**config.mk**
```make
export PLATFORM = sky130hd
export DESIGN_NAME = misr32
export DESIGN_NICKNAME = d
export VERILOG_FILES = /design/src/rtl/chk_pkg.sv /design/src/rtl/out_vec_checker_misr32.sv
export SDC_FILE = /design/constraint.sdc
export NUM_CORES = 1
export LEC_CHECK = 0
export CORE_AREA = 2 2 82 84
export CTS_CLUSTER_SIZE = 40
export DETAILED_ROUTE_END_ITERATION = 8
export DIE_AREA = 0 0 84 86
export PLACE_DENSITY = 0.85
export SLEW_MARGIN = 20
export SYNTH_ARGS = -nofsm -noshare
export SYNTH_HDL_FRONTEND = slang
export SYNTH_SLANG_ARGS = --single-unit
```
**constraint.sdc**
```tcl
create_clock -name clk -period 2.6 [get_ports clk]
set_input_delay 0.39 -clock clk [delete_from_list [all_inputs] [get_ports clk]]
set_output_delay 0.39 -clock clk [all_outputs]
set_load 0.02 [all_outputs]
```
**src/rtl/chk_pkg.sv**
```systemverilog
// ============================================================================
//  Package     : chk_pkg
//  Description : Shared types and constants for the out_vec_checker response
//                checker (FSM state encoding, MISR polynomial and seed).
//  Revision    : 1.0 - initial release
// ============================================================================
`default_nettype none

package chk_pkg;

    // Checker FSM state encoding
    typedef enum logic [2:0] {
        ST_IDLE     = 3'd0,
        ST_WAIT_EXP = 3'd1,
        ST_SETTLE   = 3'd2,
        ST_COMPARE  = 3'd3,
        ST_FINISH   = 3'd4
    } state_t;

    // Galois MISR feedback taps: x^32 + x^22 + x^2 + x + 1
    localparam logic [31:0] MISR_POLY = 32'h0040_0007;
    localparam logic [31:0] MISR_SEED = 32'hFFFF_FFFF;

endpackage

`default_nettype wire

```
**src/rtl/out_vec_checker_misr32.sv**
```systemverilog
// ============================================================================
//  Module      : misr32
//  Description : 32-bit Galois MISR. The data word is zero-extended to a
//                multiple of 32 bits and XOR-folded to 32 bits before being
//                compacted into the signature.
//  Revision    : 1.0 - initial release
// ============================================================================
`default_nettype none

module misr32
    import chk_pkg::*;
#(
    parameter int OUT_WIDTH = 123
) (
    input  logic                 clk,
    input  logic                 rst,
    input  logic                 clr,
    input  logic                 en,
    input  logic [OUT_WIDTH-1:0] data,
    output logic [31:0]          sig
);

    localparam int NCHUNK = (OUT_WIDTH + 31) / 32;

    logic [NCHUNK*32-1:0] pad_w;
    logic [31:0]          fold_w;
    logic [31:0]          sig_q;
    logic [31:0]          sig_d;

    assign pad_w = (NCHUNK*32)'(data);

    // Fold all 32-bit chunks together and advance the Galois register
    always_comb begin
        fold_w = '0;
        for (int c = 0; c < NCHUNK; c++) begin
            fold_w = fold_w ^ pad_w[c*32 +: 32];
        end
        sig_d = {sig_q[30:0], 1'b0} ^ (sig_q[31] ? MISR_POLY : 32'h0) ^ fold_w;
    end

    // Signature register: seeded on reset or clear, updated when enabled
    always_ff @(posedge clk or posedge rst) begin
        if (rst) begin
            sig_q <= MISR_SEED;
        end else if (clr) begin
            sig_q <= MISR_SEED;
        end else if (en) begin
            sig_q <= sig_d;
        end
    end

    assign sig = sig_q;

endmodule

`default_nettype wire

```
Yosys cells after proc, flatten, opt, wreduce, memory -nomap -nowiden
Index checks and enable logic that the tools add are counted.
{"block": "word_totals", "mem_bits_ro": 0, "register_bits": 32, "n_memories": 0, "mem_bits_rw": 0, "latchBits": 0}
{"block": "op_classes", "n_reduce_logical": 1, "div_mod_pow": 0, "order_cmp": 0, "shift": 0, "mul": 0, "eq_ne": 0, "addsub": 0, "mux": 3, "bitwise": 5}
{"op": "bitwise XOR 32 bit", "n": 3}
{"op": "two-way mux 32 bit", "n": 2}
{"op": "bitwise XOR 32 x 23 -> 32 bit", "n": 1}
{"op": "bitwise XOR 32 x 27 -> 32 bit", "n": 1}
{"op": "two-way mux 23 bit", "n": 1}
{"op": "nonzero test 2 bit", "n": 1}

Depth between registers and ports, before layout
Gate-level depths: netlist (run 1).
{"block": "logic_depth", "ltp_word": 6, "ltp_mapped": 6, "depth_no_buf": 4}

Worst setup path before layout (run 1)
Ideal clock, no wire load.
{"block": "synth_path", "path_type": "reg-to-reg", "startpoint": "register sig_q[31] (netlist: sig[31])", "endpoint": "register sig_q[1] (netlist: sig[1])", "path_stages_with_launch": 6, "setup_slack_ns": 1.172, "setup_time_ns": 0.060, "required_ns": 2.540, "period_less_slack_ns": 1.428, "arrival_time_ns": 1.368, "cell_sequence": "dfstp_2 -> buf_6 -> xnor2_2 -> xnor3_1 -> a21oi_1 -> or2_1"}
{"block": "synth_between", "elab_chain_len": 5}
{"item": "from (decl)", "line_no": "out_vec_checker_misr32.sv:27", "rtl": "logic [31:0] sig_q;"}
{"item": "from (signal assigned)", "line_no": "out_vec_checker_misr32.sv:48", "rtl": "sig_q <= sig_d;"}
{"item": "two-way mux 23 bit", "line_no": "out_vec_checker_misr32.sv:38", "rtl": "sig_d = {sig_q[30:0], 1'b0} ^ (sig_q[31] ? MISR_POLY : 32'h0) ^ fold_w;"}
{"item": "bitwise XOR 32 x 23 -> 32 bit", "line_no": "out_vec_checker_misr32.sv:38"}
{"item": "bitwise XOR 32 bit", "line_no": "out_vec_checker_misr32.sv:38"}
{"item": "two-way mux 32 bit", "line_no": "out_vec_checker_misr32.sv:47", "rtl": "end else if (en) begin"}
{"item": "two-way mux 32 bit", "line_no": "out_vec_checker_misr32.sv:45", "rtl": "end else if (clr) begin"}
No other way between the ends. The select of a mux whose other input is x is not followed.
A chain may end at the register's enable or synchronous reset.

Worst setup path after layout (run 1)
{"block": "layout_path", "startpoint": "register sig_q[31] (netlist: sig[31])", "endpoint": "output port sig[31]"}
{"item": "to (decl)", "line_no": "out_vec_checker_misr32.sv:20", "rtl": "output logic [31:0] sig"}
No word-level cell between the ends.

==> impl_results.html, run 1 <==
<table>
<tr><th>Metric</th><th>Value</th></tr>
<tr><th colspan="2">Power</th></tr>
<tr><td>Max VDD drop</td><td>254.7 µV</td></tr>
<tr><td>Leak Pwr</td><td>between 1.5 and 2 nW</td></tr>
<tr><td>Power per cell area</td><td>471.7 mW/mm²</td></tr>
<tr><td>Post-layout power</td><td>just under 2 mW</td></tr>
<tr><th colspan="2">Status</th></tr>
<tr><td>Run status</td><td>finished clean</td></tr>
<tr><th colspan="2">STA</th></tr>
<tr><td>Count of pins over their slew limit</td><td>0</td></tr>
<tr><td>Achievable frequency</td><td>507.2 MHz</td></tr>
<tr><td>Final period util</td><td>0.7583</td></tr>
<tr><td>TNS Setup</td><td>0 ps</td></tr>
<tr><td>Worst setup margin</td><td>around 630 ps</td></tr>
<tr><td>Final critical-path required period</td><td>1972 ps</td></tr>
<tr><td>Pin slew with the least headroom to its limit</td><td>710.2 ps</td></tr>
<tr><td>Final hold violation count</td><td>0</td></tr>
<tr><td>Setup repair after global routing missed its margin</td><td>no</td></tr>
<tr><td>Count of endpoints failing setup in the final report</td><td>0</td></tr>
<tr><td>Clock skew after layout</td><td>5.907 ps</td></tr>
<tr><td>Hold Worst Slack</td><td>between 500 and 600 ps</td></tr>
<tr><td>Max transition margin</td><td>0.5259</td></tr>
<tr><th colspan="2">Synthesis</th></tr>
<tr><td>Top area cells in the synthesized netlist</td><td>sky130_fd_sc_hd__dfstp_2 (35%), sky130_fd_sc_hd__xnor2_1 (33%), sky130_fd_sc_hd__xor2_1 (9.1%), sky130_fd_sc_hd__a21oi_1 (6.6%), sky130_fd_sc_hd__o21ai_1 (5.0%)</td></tr>
<tr><td>Netlist Area Pre-Place</td><td>roughly 0.0024 mm²</td></tr>
<tr><td>Synthesis warning total</td><td>0</td></tr>
<tr><td>Nets in the synthesized netlist</td><td>367</td></tr>
<tr><td>Post-synthesis average cell area</td><td>10.08 µm²</td></tr>
<tr><td>Mapped Cells</td><td>240</td></tr>
<tr><td>Post-synth top area share</td><td>0.3476</td></tr>
<tr><td>Largest area contributor in the netlist</td><td>sky130_fd_sc_hd__dfstp_2</td></tr>
<tr><td>Distinct cell type count after synthesis</td><td>16</td></tr>
<tr><td>Proportion of synthesized chip area in sequential cells</td><td>0.3476</td></tr>
<tr><td>Post-synthesis register bit count</td><td>32</td></tr>
<tr><th colspan="2">Global routing</th></tr>
<tr><td>Overflow left after global routing</td><td>0</td></tr>
<tr><td>Overall global routing resource usage</td><td>0.1761</td></tr>
<tr><td>Number of global-route vias before repair</td><td>2319</td></tr>
<tr><td>Largest net degree at the start of global routing</td><td>a little under 50</td></tr>
<tr><td>Wire length of the first global-routing pass</td><td>slightly above 10000 µm</td></tr>
<tr><td>Antenna violations before repair</td><td>0</td></tr>
<tr><th colspan="2">Floorplan</th></tr>
<tr><td>Effective utilization at floorplan</td><td>0.3853</td></tr>
<tr><td>Core area</td><td>0.006277 mm²</td></tr>
<tr><td>Overall die area</td><td>0.007224 mm²</td></tr>
<tr><td>Vertical extent of the die</td><td>86 µm</td></tr>
<tr><td>Io pins</td><td>about 160</td></tr>
<tr><td>Die span in x</td><td>84 µm</td></tr>
<tr><td>Number of standard-cell rows in the floorplan</td><td>29</td></tr>
<tr><th colspan="2">Worst setup path</th></tr>
<tr><td>Critical path capture point type</td><td>output pin</td></tr>
<tr><td>Count of cells along the worst register-to-register path</td><td>4</td></tr>
<tr><td>R2r setup slk</td><td>1130 ps</td></tr>
<tr><td>Delay contributed by the slowest stage of the critical path</td><td>650 ps</td></tr>
<tr><td>Startpoint of the most critical register-to-register path</td><td>sig[31]</td></tr>
<tr><td>Worst endpoint data arrival time</td><td>1580 ps</td></tr>
<tr><td>Worst endpoint required time</td><td>approximately 2200 ps</td></tr>
<tr><td>Critical path's top delay family</td><td>flip-flops</td></tr>
<tr><td>Reg2reg end</td><td>sig[2]</td></tr>
<tr><td>Startpoint-to-endpoint class of the critical path</td><td>reg -&gt; out</td></tr>
<tr><td>Buf/Inv on CP</td><td>1</td></tr>
<tr><td>Master of the slowest instance on the critical path</td><td>sky130_fd_sc_hd__dfstp_2</td></tr>
<tr><td>Setup crit start kind</td><td>register</td></tr>
<tr><td>Peak fanout along the critical path</td><td>6</td></tr>
<tr><td>Worst path cell trace</td><td>clkdlybuf4s50_1</td></tr>
<tr><th colspan="2">Final layout</th></tr>
<tr><td>Nets</td><td>around 520</td></tr>
<tr><td>Number of flip-flops in the largest register</td><td>32</td></tr>
<tr><td>ANT cells</td><td>0</td></tr>
<tr><td>Share of layout cells above drive strength 1</td><td>0.1181</td></tr>
<tr><td>Synthesis-to-finish area growth</td><td>71.81%</td></tr>
<tr><th colspan="2">Min path</th></tr>
<tr><td>Startpoint of the tightest hold check path</td><td>sig[12]</td></tr>
<tr><td>Number of instances on the worst hold path</td><td>2</td></tr>
<tr><td>Hold-critical path endpoint</td><td>sig[12]</td></tr>
<tr><td>Class of the tightest hold or removal check</td><td>reg -&gt; reg</td></tr>
<tr><th colspan="2">Clock network</th></tr>
<tr><td>Total number of clock tree sinks</td><td>32</td></tr>
<tr><td>CTS clk-pin slew, worst paths</td><td>60 ps</td></tr>
<tr><td>Post-CTS Hold Buffers</td><td>0</td></tr>
<tr><td>Clock H-tree levels</td><td>2</td></tr>
<tr><td>Number of buffers on the longest clock path</td><td>2</td></tr>
<tr><td>Worst-skew pair later-pin latency</td><td>280 ps</td></tr>
<tr><td>Number of buffers inserted to repair setup after CTS</td><td>0</td></tr>
<tr><td>Number of clock buffers inserted by TritonCTS</td><td>5</td></tr>
<tr><td>CTS-repair resized insts</td><td>0</td></tr>
<tr><td>Clock tree from TritonCTS</td><td>built</td></tr>
<tr><td>Clock root cell</td><td>sky130_fd_sc_hd__clkbuf_8</td></tr>
<tr><th colspan="2">Placed design</th></tr>
<tr><td>PortBufs</td><td>~160</td></tr>
<tr><td>Placed wire-length estimate after detailed placement</td><td>between 5000 and 6000 µm</td></tr>
<tr><td>DP Worst Slack</td><td>806.4 ps</td></tr>
<tr><td>Routability congestion estimate</td><td>between 0.7 and 0.8</td></tr>
<tr><th colspan="2">Route</th></tr>
<tr><td>Detailed-router iteration count before antenna repair</td><td>4</td></tr>
<tr><td>Wire per inst</td><td>13.00 µm</td></tr>
<tr><td>Wire length reported by the detailed router</td><td>6175 µm</td></tr>
<tr><td>Starting DRT DRC Count</td><td>27</td></tr>
<tr><td>Number of vias in the routed layout</td><td>around 2200</td></tr>
<tr><td>Average via count per standard cell</td><td>4.526</td></tr>
<tr><td>Antenna-violating nets left</td><td>0</td></tr>
<tr><td>Residual DRC</td><td>0</td></tr>
<tr><th colspan="2">Run</th></tr>
<tr><td>Max-capacitance violation count</td><td>0</td></tr>
</table>
==> per-layer routing <==
layer | vias up | track usage | wire length (µm)
li1 | 1081 | - | -
met1 | 950 | 0.1774 | 2173
met2 | 110 | 0.3404 | 3316
met3 | 9 | 0.06449 | 587
met4 | 0 | 0.04839 | 98
met5 | - | 0 | 0
==> worst max-delay path by stage <==
stage             start      end  slack, ps  cells after the start
5_1_grt         sig[31]  sig[31]        570                      1
3_3_place_gp   data[22]  sig[22]        870                      5
3_5_place_dp    data[2]   sig[2]        810                      5
4_1_cts         sig[31]  sig[31]        610                      1
6_report        sig[31]  sig[31]        630                      1
2_1_floorplan   sig[31]   sig[1]       1170                      5
==> where the power goes <==
group          internal (mW)  leakage (nW)  switching, mW
clock network          0.215        0.0455          0.167
registers              0.608         0.337         0.0696
logic                  0.550          1.13          0.349
total                   1.37          1.51          0.586
==> worst reg2reg max path, cell delays in order (launching register included) <==
cell	delay, ps
sky130_fd_sc_hd__dfstp_2	650
sky130_fd_sc_hd__xnor2_2	150
sky130_fd_sc_hd__xnor3_1	330
sky130_fd_sc_hd__a21oi_1	160
sky130_fd_sc_hd__or2_1	120
==> cells in the mapped netlist (all sizes together) <==
master and instances:
clkbuf 4, o21ai 24, dfstp 32, buf 7
nor2 8, or2 8, xnor2 93, xor2 27
a21oi 32, inv 2, xnor3 3
==> layout make-up <==
type / instances / area, µm²
Sequential cell: 32 / 840.8
Multi-Input combinational cell: 195 / 1516
Fill cell: 527 / 2122
Inverter: 2 / 7.507
Tap cell: 77 / 96.34
Timing Repair Buffer: 161 / 1604
Clock buffer: 8 / 90.09
==> cells by family (layout without fill, tap and decap cells) <==
group                  after synthesis  after routing  share of synthesized area
XOR/XNOR                           123            123                     0.4780
AND/OR/NAND/NOR                     16             16                    0.03311
flip-flops                          32             32                     0.3476
AO/OA/AOI/OAI                       56             56                     0.1159
buffers and inverters               13            171                    0.02535
==> layout by cell type (no fill, tap or decap), types with 3 or more instances in the layout <==
cell                              count
sky130_fd_sc_hd__o21ai_1             24
sky130_fd_sc_hd__a21oi_1             32
sky130_fd_sc_hd__clkdlybuf4s50_1    158
sky130_fd_sc_hd__xor2_1              25
sky130_fd_sc_hd__or2_1                8
sky130_fd_sc_hd__xnor3_1              3
sky130_fd_sc_hd__xnor2_1             90
sky130_fd_sc_hd__nor2_1               8
sky130_fd_sc_hd__dfstp_2             32
sky130_fd_sc_hd__xnor2_2              3
sky130_fd_sc_hd__clkbuf_8             6
sky130_fd_sc_hd__buf_4                3
==> per-stage QoR <==
step | utilization | area (µm²) | cells
2_1_floorplan | - | 2419 | 240
3_3_place_gp | 0.6476 | 4065 | 467
3_5_place_dp | 0.6476 | 4065 | 467
4_1_cts | 0.6619 | 4155 | 475
5_1_grt | 0.6619 | 4155 | 475
6_report | 0.6619 | 4155 | 475
(Power assumes the default switching activity.)
==> run 2, diff against run 1 <==
CORE_AREA = 2 2 89 91   (was 2 2 82 84)
DIE_AREA = 0 0 91 93   (was 0 0 84 86)
PLACE_DENSITY = 0.76   (was 0.85)
clock period = 1.6 ns   (was 2.6 ns; I/O delays follow)
==> run 2 against run 1 <==
  * Die area up 17%
  * Non-clock buffer count increased by 2
  * Combinational power increased by 57%
  * Count of clock-buffer cells in the layout unchanged
  * Sequential share of layout area down 0.091 points
  * Final area up 0.45%
  * Critical endpoint is now sig[22]
  * Largest cell class unchanged
==> impl_results.html, run 2 (synthesis results as in run 1) <==
<table>
<tr><th>Metric</th><th>Value</th></tr>
<tr><th colspan="2">Floorplan</th></tr>
<tr><td>Die span in x</td><td>91 µm (+8.3%)</td></tr>
<tr><td>Number of standard-cell rows in the floorplan</td><td>32 (+10%)</td></tr>
<tr><td>Overall die area</td><td>0.008463 mm² (+17%)</td></tr>
<tr><td>Effective utilization at floorplan</td><td>0.3213 (-0.06398)</td></tr>
<tr><td>Core area</td><td>0.007527 mm² (+20%)</td></tr>
<tr><td>Vertical extent of the die</td><td>93 µm (+8.1%)</td></tr>
<tr><td>Io pins</td><td>159 (unchanged)</td></tr>
<tr><th colspan="2">STA</th></tr>
<tr><td>TNS Setup</td><td>0 ps (unchanged)</td></tr>
<tr><td>Final hold violation count</td><td>0 (unchanged)</td></tr>
<tr><td>Final period util</td><td>0.8942</td></tr>
<tr><td>Count of pins over their slew limit</td><td>0 (unchanged)</td></tr>
<tr><td>Pin slew with the least headroom to its limit</td><td>728.3 ps (+18.13 ps)</td></tr>
<tr><td>Count of endpoints failing setup in the final report</td><td>0 (unchanged)</td></tr>
<tr><td>Achievable frequency</td><td>698.9 MHz</td></tr>
<tr><td>Final critical-path required period</td><td>1431 ps</td></tr>
<tr><td>Max transition margin</td><td>0.5138 (-0.01210)</td></tr>
<tr><td>Clock skew after layout</td><td>3.315 ps (-2.592 ps)</td></tr>
<tr><td>Setup repair after global routing missed its margin</td><td>no</td></tr>
<tr><td>Hold Worst Slack</td><td>547.6 ps (-2.175 ps)</td></tr>
<tr><th colspan="2">Worst setup path</th></tr>
<tr><td>Reg2reg end</td><td>sig[22]</td></tr>
<tr><td>Worst endpoint required time</td><td>1820 ps (-390 ps)</td></tr>
<tr><td>Count of cells along the worst register-to-register path</td><td>5 (+1)</td></tr>
<tr><td>Worst endpoint data arrival time</td><td>1650 ps (+70 ps)</td></tr>
<tr><td>Startpoint of the most critical register-to-register path</td><td>sig[31]</td></tr>
<tr><td>Startpoint-to-endpoint class of the critical path</td><td>reg -&gt; reg</td></tr>
<tr><td>R2r setup slk</td><td>170 ps (-960 ps)</td></tr>
<tr><td>Setup crit start kind</td><td>register</td></tr>
<tr><td>Peak fanout along the critical path</td><td>4 (-2)</td></tr>
<tr><td>Worst path cell trace</td><td>buf_4 &gt; xnor2_2 &gt; xnor3_1 &gt; a21oi_1 &gt; or2_1</td></tr>
<tr><td>Master of the slowest instance on the critical path</td><td>sky130_fd_sc_hd__dfstp_2</td></tr>
<tr><td>Critical path capture point type</td><td>register</td></tr>
<tr><td>Delay contributed by the slowest stage of the critical path</td><td>530 ps (-120 ps)</td></tr>
<tr><th colspan="2">Min path</th></tr>
<tr><td>Class of the tightest hold or removal check</td><td>reg -&gt; reg</td></tr>
<tr><td>Number of instances on the worst hold path</td><td>2 (unchanged)</td></tr>
<tr><td>Hold-critical path endpoint</td><td>sig[6]</td></tr>
<tr><td>Startpoint of the tightest hold check path</td><td>sig[6]</td></tr>
<tr><th colspan="2">Clock network</th></tr>
<tr><td>Clock root cell</td><td>sky130_fd_sc_hd__clkbuf_8</td></tr>
<tr><td>Clock tree from TritonCTS</td><td>built</td></tr>
<tr><td>Number of buffers on the longest clock path</td><td>2 (unchanged)</td></tr>
<tr><td>Number of buffers inserted to repair setup after CTS</td><td>0 (unchanged)</td></tr>
<tr><td>Post-CTS Hold Buffers</td><td>0 (unchanged)</td></tr>
<tr><td>Clock H-tree levels</td><td>2 (unchanged)</td></tr>
<tr><td>Total number of clock tree sinks</td><td>32 (unchanged)</td></tr>
<tr><td>Worst-skew pair later-pin latency</td><td>270 ps (about the same)</td></tr>
<tr><td>CTS clk-pin slew, worst paths</td><td>60 ps (about the same)</td></tr>
<tr><td>CTS-repair resized insts</td><td>32 (+32)</td></tr>
<tr><td>Number of clock buffers inserted by TritonCTS</td><td>5 (unchanged)</td></tr>
<tr><th colspan="2">Global routing</th></tr>
<tr><td>Largest net degree at the start of global routing</td><td>49 (unchanged)</td></tr>
<tr><td>Overflow left after global routing</td><td>0 (unchanged)</td></tr>
<tr><td>Antenna violations before repair</td><td>0 (unchanged)</td></tr>
<tr><td>Number of global-route vias before repair</td><td>2307 (-0.52%)</td></tr>
<tr><td>Overall global routing resource usage</td><td>0.1525 (-0.02358)</td></tr>
<tr><td>Wire length of the first global-routing pass</td><td>10340 µm (+2.0%)</td></tr>
<tr><th colspan="2">Power</th></tr>
<tr><td>Power per cell area</td><td>746.0 mW/mm² (+58%)</td></tr>
<tr><td>Leak Pwr</td><td>1.502 nW (-0.51%)</td></tr>
<tr><td>Post-layout power</td><td>3.114 mW (+59%)</td></tr>
<tr><td>Max VDD drop</td><td>299.6 µV (+18%)</td></tr>
<tr><th colspan="2">Final layout</th></tr>
<tr><td>Share of layout cells above drive strength 1</td><td>0.1225 (+0.004410)</td></tr>
<tr><td>ANT cells</td><td>0 (unchanged)</td></tr>
<tr><td>Number of flip-flops in the largest register</td><td>32 (unchanged)</td></tr>
<tr><td>Fraction of the core area covered by cells at the end of the flow</td><td>0.5545 (-0.1074)</td></tr>
<tr><td>Nets</td><td>526 (+0.38%)</td></tr>
<tr><td>Leading cell type in the layout, fill and taps excluded</td><td>sky130_fd_sc_hd__clkdlybuf4s50_1</td></tr>
<tr><td>Most used cells in the layout excluding fill and tap cells</td><td>sky130_fd_sc_hd__clkdlybuf4s50_1 (126), sky130_fd_sc_hd__xnor2_1 (90), sky130_fd_sc_hd__a21oi_1 (32), sky130_fd_sc_hd__dlygate4sd2_1 (32), sky130_fd_sc_hd__dfstp_2 (32)</td></tr>
<tr><td>Synthesis-to-finish area growth</td><td>72.58%</td></tr>
<tr><th colspan="2">Placed design</th></tr>
<tr><td>Placed wire-length estimate after detailed placement</td><td>5148 µm (-0.70%)</td></tr>
<tr><td>PortBufs</td><td>158 (unchanged)</td></tr>
<tr><td>Routability congestion estimate</td><td>0.6720 (-6.9%)</td></tr>
<tr><th colspan="2">Status</th></tr>
<tr><td>Run status</td><td>finished clean</td></tr>
<tr><th colspan="2">Route</th></tr>
<tr><td>Average via count per standard cell</td><td>4.259 (-5.9%)</td></tr>
<tr><td>Starting DRT DRC Count</td><td>43 (+59%)</td></tr>
<tr><td>Wire length reported by the detailed router</td><td>6218 µm (+0.70%)</td></tr>
<tr><td>Detailed-router iteration count before antenna repair</td><td>4 (unchanged)</td></tr>
<tr><td>Wire per inst</td><td>12.39 µm (-4.7%)</td></tr>
<tr><td>Residual DRC</td><td>0 (unchanged)</td></tr>
<tr><td>Number of vias in the routed layout</td><td>2138 (-0.56%)</td></tr>
<tr><td>Antenna-violating nets left</td><td>0 (unchanged)</td></tr>
<tr><th colspan="2">Run</th></tr>
<tr><td>Max-capacitance violation count</td><td>0 (unchanged)</td></tr>
</table>
[run 2: layer usage]
layer,track usage,share of wire,up-vias
met1,0.1600,0.36,941
li1,-,-,1085
met5,0,0,-
met3,0.05802,0.092,6
met4,0.04545,0.013,0
met2,0.2827,0.53,106
[run 2: area by class of cell]
cell class	count	area, µm²
Clock buffer	8	90.09
Fill cell	726	3353
Sequential cell	32	840.8
Multi-Input combinational cell	195	1516
Inverter	2	7.507
Tap cell	102	127.6
Timing Repair Buffer	163	1592
[run 2: worst max path at each step]
stage	start	endpoint	slack, ps	cells after the start
finish	sig[31]	sig[22]	170	5
floorplan	sig[31]	sig[1]	170	5
CTS	sig[0]	sig[0]	140	1
global placement	data[22]	sig[22]	-6	5
detailed placement	data[22]	sig[22]	-9	5
global route	sig[31]	sig[22]	50	5
[run 2: where the power goes]
part / internal (mW) / switching, mW
clock: 0.350 / 0.268
sequential: 0.988 / 0.0992
combinational: 0.833 / 0.576
[run 2: per-stage QoR]
stage / instances / area (µm²) / worst slack [ps]
after floorplan: 240 / 2419 / 172.0
after global placement: 494 / 4124 / -5.610
after detailed placement: 494 / 4124 / -8.838
after CTS: 502 / 4174 / 141.8
after global routing: 502 / 4174 / 46.05
final: 502 / 4174 / 169.3
[run 2: worst max-delay path, delay by kind of cell, from the launching register on]
kind	cells	cell delay, ps
xor+xnor	2	430
buf+inv	1	160
simple gates	1	110
compound gates	1	150
flops	1	530
==> run 3, diff against run 2 <==
REMOVE_ABC_BUFFERS = 1   (was unset)
SETUP_SLACK_MARGIN = 0.02   (was unset)
==> run 3 against run 2 <==
  * Clock skew is essentially flat
  * Final area grew 0.30%
  * Maximum frequency shrank 4.3%
  * Non-clock buffer count is the same
  * Worst setup slack lost 64 ps
  * Count of clock-buffer cells in the layout is the same
  * Critical endpoint is now sig[2]
  * Largest cell class unchanged
  * Highest routed layer unchanged
==> impl_results.html, run 3 (synthesis results as in run 1) <==
<table>
<tr><th>Metric</th><th>Value</th></tr>
<tr><th colspan="2">Status</th></tr>
<tr><td>Run status</td><td>finished clean</td></tr>
<tr><th colspan="2">Floorplan</th></tr>
<tr><td>Vertical extent of the die</td><td>93 µm (unchanged)</td></tr>
<tr><td>Die span in x</td><td>91 µm (unchanged)</td></tr>
<tr><td>Overall die area</td><td>0.008463 mm² (unchanged)</td></tr>
<tr><td>Effective utilization at floorplan</td><td>0.3213 (unchanged)</td></tr>
<tr><td>Core area</td><td>0.007527 mm² (unchanged)</td></tr>
<tr><td>Io pins</td><td>159 (unchanged)</td></tr>
<tr><td>Number of standard-cell rows in the floorplan</td><td>32 (unchanged)</td></tr>
<tr><th colspan="2">Worst setup path</th></tr>
<tr><td>Peak fanout along the critical path</td><td>4 (unchanged)</td></tr>
<tr><td>Startpoint-to-endpoint class of the critical path</td><td>reg -&gt; reg</td></tr>
<tr><td>Worst endpoint required time</td><td>1820 ps (about the same)</td></tr>
<tr><td>Critical path capture point type</td><td>register</td></tr>
<tr><td>Count of cells along the worst register-to-register path</td><td>5 (unchanged)</td></tr>
<tr><td>Setup crit start kind</td><td>register</td></tr>
<tr><td>Worst endpoint data arrival time</td><td>1710 ps (+60 ps)</td></tr>
<tr><th colspan="2">Power</th></tr>
<tr><td>Max VDD drop</td><td>343.5 µV (+15%)</td></tr>
<tr><td>Power per cell area</td><td>743.0 mW/mm² (-0.41%)</td></tr>
<tr><td>Leak Pwr</td><td>1.506 nW (+0.31%)</td></tr>
<tr><th colspan="2">STA</th></tr>
<tr><td>Worst setup margin</td><td>104.8 ps (-64.44 ps)</td></tr>
<tr><td>Setup repair after global routing missed its margin</td><td>no</td></tr>
<tr><td>Count of pins over their slew limit</td><td>0 (unchanged)</td></tr>
<tr><td>Final hold violation count</td><td>0 (unchanged)</td></tr>
<tr><td>Achievable frequency</td><td>668.8 MHz (-4.3%)</td></tr>
<tr><td>Max transition margin</td><td>0.5098 (-0.003983)</td></tr>
<tr><td>Pin slew with the least headroom to its limit</td><td>734.3 ps (+5.966 ps)</td></tr>
<tr><td>Clock skew after layout</td><td>2.994 ps (-0.3206 ps)</td></tr>
<tr><td>TNS Setup</td><td>0 ps (unchanged)</td></tr>
<tr><td>Final period util</td><td>0.9345 (+0.04028)</td></tr>
<tr><td>Count of endpoints failing setup in the final report</td><td>0 (unchanged)</td></tr>
<tr><td>Final critical-path required period</td><td>1495 ps (+64.44 ps)</td></tr>
<tr><th colspan="2">Route</th></tr>
<tr><td>Wire per inst</td><td>11.76 µm (-5.1%)</td></tr>
<tr><td>Residual DRC</td><td>0 (unchanged)</td></tr>
<tr><td>Antenna-violating nets left</td><td>0 (unchanged)</td></tr>
<tr><td>Wire length reported by the detailed router</td><td>5903 µm (-5.1%)</td></tr>
<tr><td>Detailed-router iteration count before antenna repair</td><td>4 (unchanged)</td></tr>
<tr><td>Starting DRT DRC Count</td><td>42 (-2.3%)</td></tr>
<tr><td>Number of vias in the routed layout</td><td>2126 (-0.56%)</td></tr>
<tr><td>Average via count per standard cell</td><td>4.235 (-0.56%)</td></tr>
<tr><th colspan="2">Global routing</th></tr>
<tr><td>Met1 track demand over resource</td><td>0.1439 (-0.01611)</td></tr>
<tr><td>Busiest layer in global routing</td><td>met2</td></tr>
<tr><td>Wire length of the first global-routing pass</td><td>9528 µm (-7.8%)</td></tr>
<tr><td>Antenna violations before repair</td><td>0 (unchanged)</td></tr>
<tr><td>Number of global-route vias before repair</td><td>2149 (-6.8%)</td></tr>
<tr><td>Overall global routing resource usage</td><td>0.1399 (-0.01259)</td></tr>
<tr><td>GR Layer Usage met2</td><td>0.2586 (-0.02407)</td></tr>
<tr><td>Global routing usage on met3</td><td>0.05641 (-0.001612)</td></tr>
<tr><td>Largest net degree at the start of global routing</td><td>49 (unchanged)</td></tr>
<tr><td>Overflow left after global routing</td><td>0 (unchanged)</td></tr>
<tr><th colspan="2">Clock network</th></tr>
<tr><td>Number of clock buffers inserted by TritonCTS</td><td>5 (unchanged)</td></tr>
<tr><td>Clock root cell</td><td>sky130_fd_sc_hd__clkbuf_8</td></tr>
<tr><td>Clock H-tree levels</td><td>2 (unchanged)</td></tr>
<tr><td>Clock tree from TritonCTS</td><td>built</td></tr>
<tr><td>Total number of clock tree sinks</td><td>32 (unchanged)</td></tr>
<tr><td>Number of buffers inserted to repair setup after CTS</td><td>0 (unchanged)</td></tr>
<tr><td>Number of buffers on the longest clock path</td><td>2 (unchanged)</td></tr>
<tr><td>Worst-skew pair later-pin latency</td><td>270 ps (about the same)</td></tr>
<tr><td>CTS clk-pin slew, worst paths</td><td>60 ps (about the same)</td></tr>
<tr><th colspan="2">Final layout</th></tr>
<tr><td>Number of flip-flops in the largest register</td><td>32 (unchanged)</td></tr>
<tr><td>ANT cells</td><td>0 (unchanged)</td></tr>
<tr><td>Share of layout cells above drive strength 1</td><td>0.1225 (unchanged)</td></tr>
<tr><td>Synthesis-to-finish area growth</td><td>73.10%</td></tr>
<tr><td>Most used cells in the layout excluding fill and tap cells</td><td>sky130_fd_sc_hd__clkdlybuf4s50_1 (126), sky130_fd_sc_hd__xnor2_1 (90), sky130_fd_sc_hd__a21oi_1 (32), sky130_fd_sc_hd__dlygate4sd2_1 (32), sky130_fd_sc_hd__dfstp_2 (32)</td></tr>
<tr><td>Nets</td><td>526 (unchanged)</td></tr>
<tr><td>Leading cell type in the layout, fill and taps excluded</td><td>sky130_fd_sc_hd__clkdlybuf4s50_1</td></tr>
<tr><th colspan="2">Min path</th></tr>
<tr><td>Class of the tightest hold or removal check</td><td>in -&gt; async</td></tr>
<tr><th colspan="2">Placed design</th></tr>
<tr><td>Placed wire-length estimate after detailed placement</td><td>4893 µm (-5.0%)</td></tr>
<tr><td>Routability congestion estimate</td><td>0.6695 (-0.37%)</td></tr>
<tr><td>DP Worst Slack</td><td>5.770 ps (+14.61 ps)</td></tr>
<tr><td>PortBufs</td><td>158 (unchanged)</td></tr>
<tr><th colspan="2">Run</th></tr>
<tr><td>Max-capacitance violation count</td><td>0 (unchanged)</td></tr>
</table>
## run 3: report_power, final
part           switching, mW  internal [mW]  leakage, nW
Clock                  0.268          0.350       0.0455
Combinational          0.568          0.836         1.12
Sequential             0.101          0.988        0.337
Total                  0.936           2.17         1.51
## run 3: what timing repair did
item                                    4_1_cts  5_1_grt
endpoints found under the setup margin       32        0
hold endpoints to repair                      0        0
resized for setup                            32        0
hold buffers                                  0        0
## run 3: worst paths after layout
check | from | end | slack [ps]
worst max-delay path | sig[31] | sig[2] | 100
worst min-delay path | rst | sig[8] | 500
worst max register to register | sig[31] | sig[2] | 100
worst min register to register | sig[15] | sig[15] | 550
max in group asynchronous | rst | sig[30] | 1060
min in group clk | sig[15] | sig[15] | 550
## run 3: cell type report
class,count,area (µm²)
clock buffers,8,90.09
fillers,686,3341
inverters,2,7.507
multi-input cells,195,1516
flip-flops and latches,32,840.8
well taps,102,127.6
repair buffers,163,1604
## run 3: metrics by stage
step	cell area (µm²)	cells	hold slack, ps	utilization	power, mW
floorplan	2365	229	347.6	-	1.917
global placement	4136	494	535.4	0.5495	2.576
detailed placement	4136	494	540.9	0.5495	2.596
CTS	4187	502	509.2	0.5562	3.161
global route	4187	502	544.9	0.5562	3.308
finish	4187	502	503.6	0.5562	3.111
## run 3: critical path, stage by stage, from the launching register on
cell                      delay (ps)
sky130_fd_sc_hd__dfstp_2         600
sky130_fd_sc_hd__buf_4           150
sky130_fd_sc_hd__xnor2_2         120
sky130_fd_sc_hd__xnor3_1         330
sky130_fd_sc_hd__a21oi_1         140
sky130_fd_sc_hd__or2_1           110
## run 3: layer usage
metal  part of all wire  vias up  wire length, µm
met2               0.52       90             3061
met4              0.014        0               81
met3               0.10        8              589
li1                   -     1084                -
met1               0.37      944             2170
met5                  0        -                0
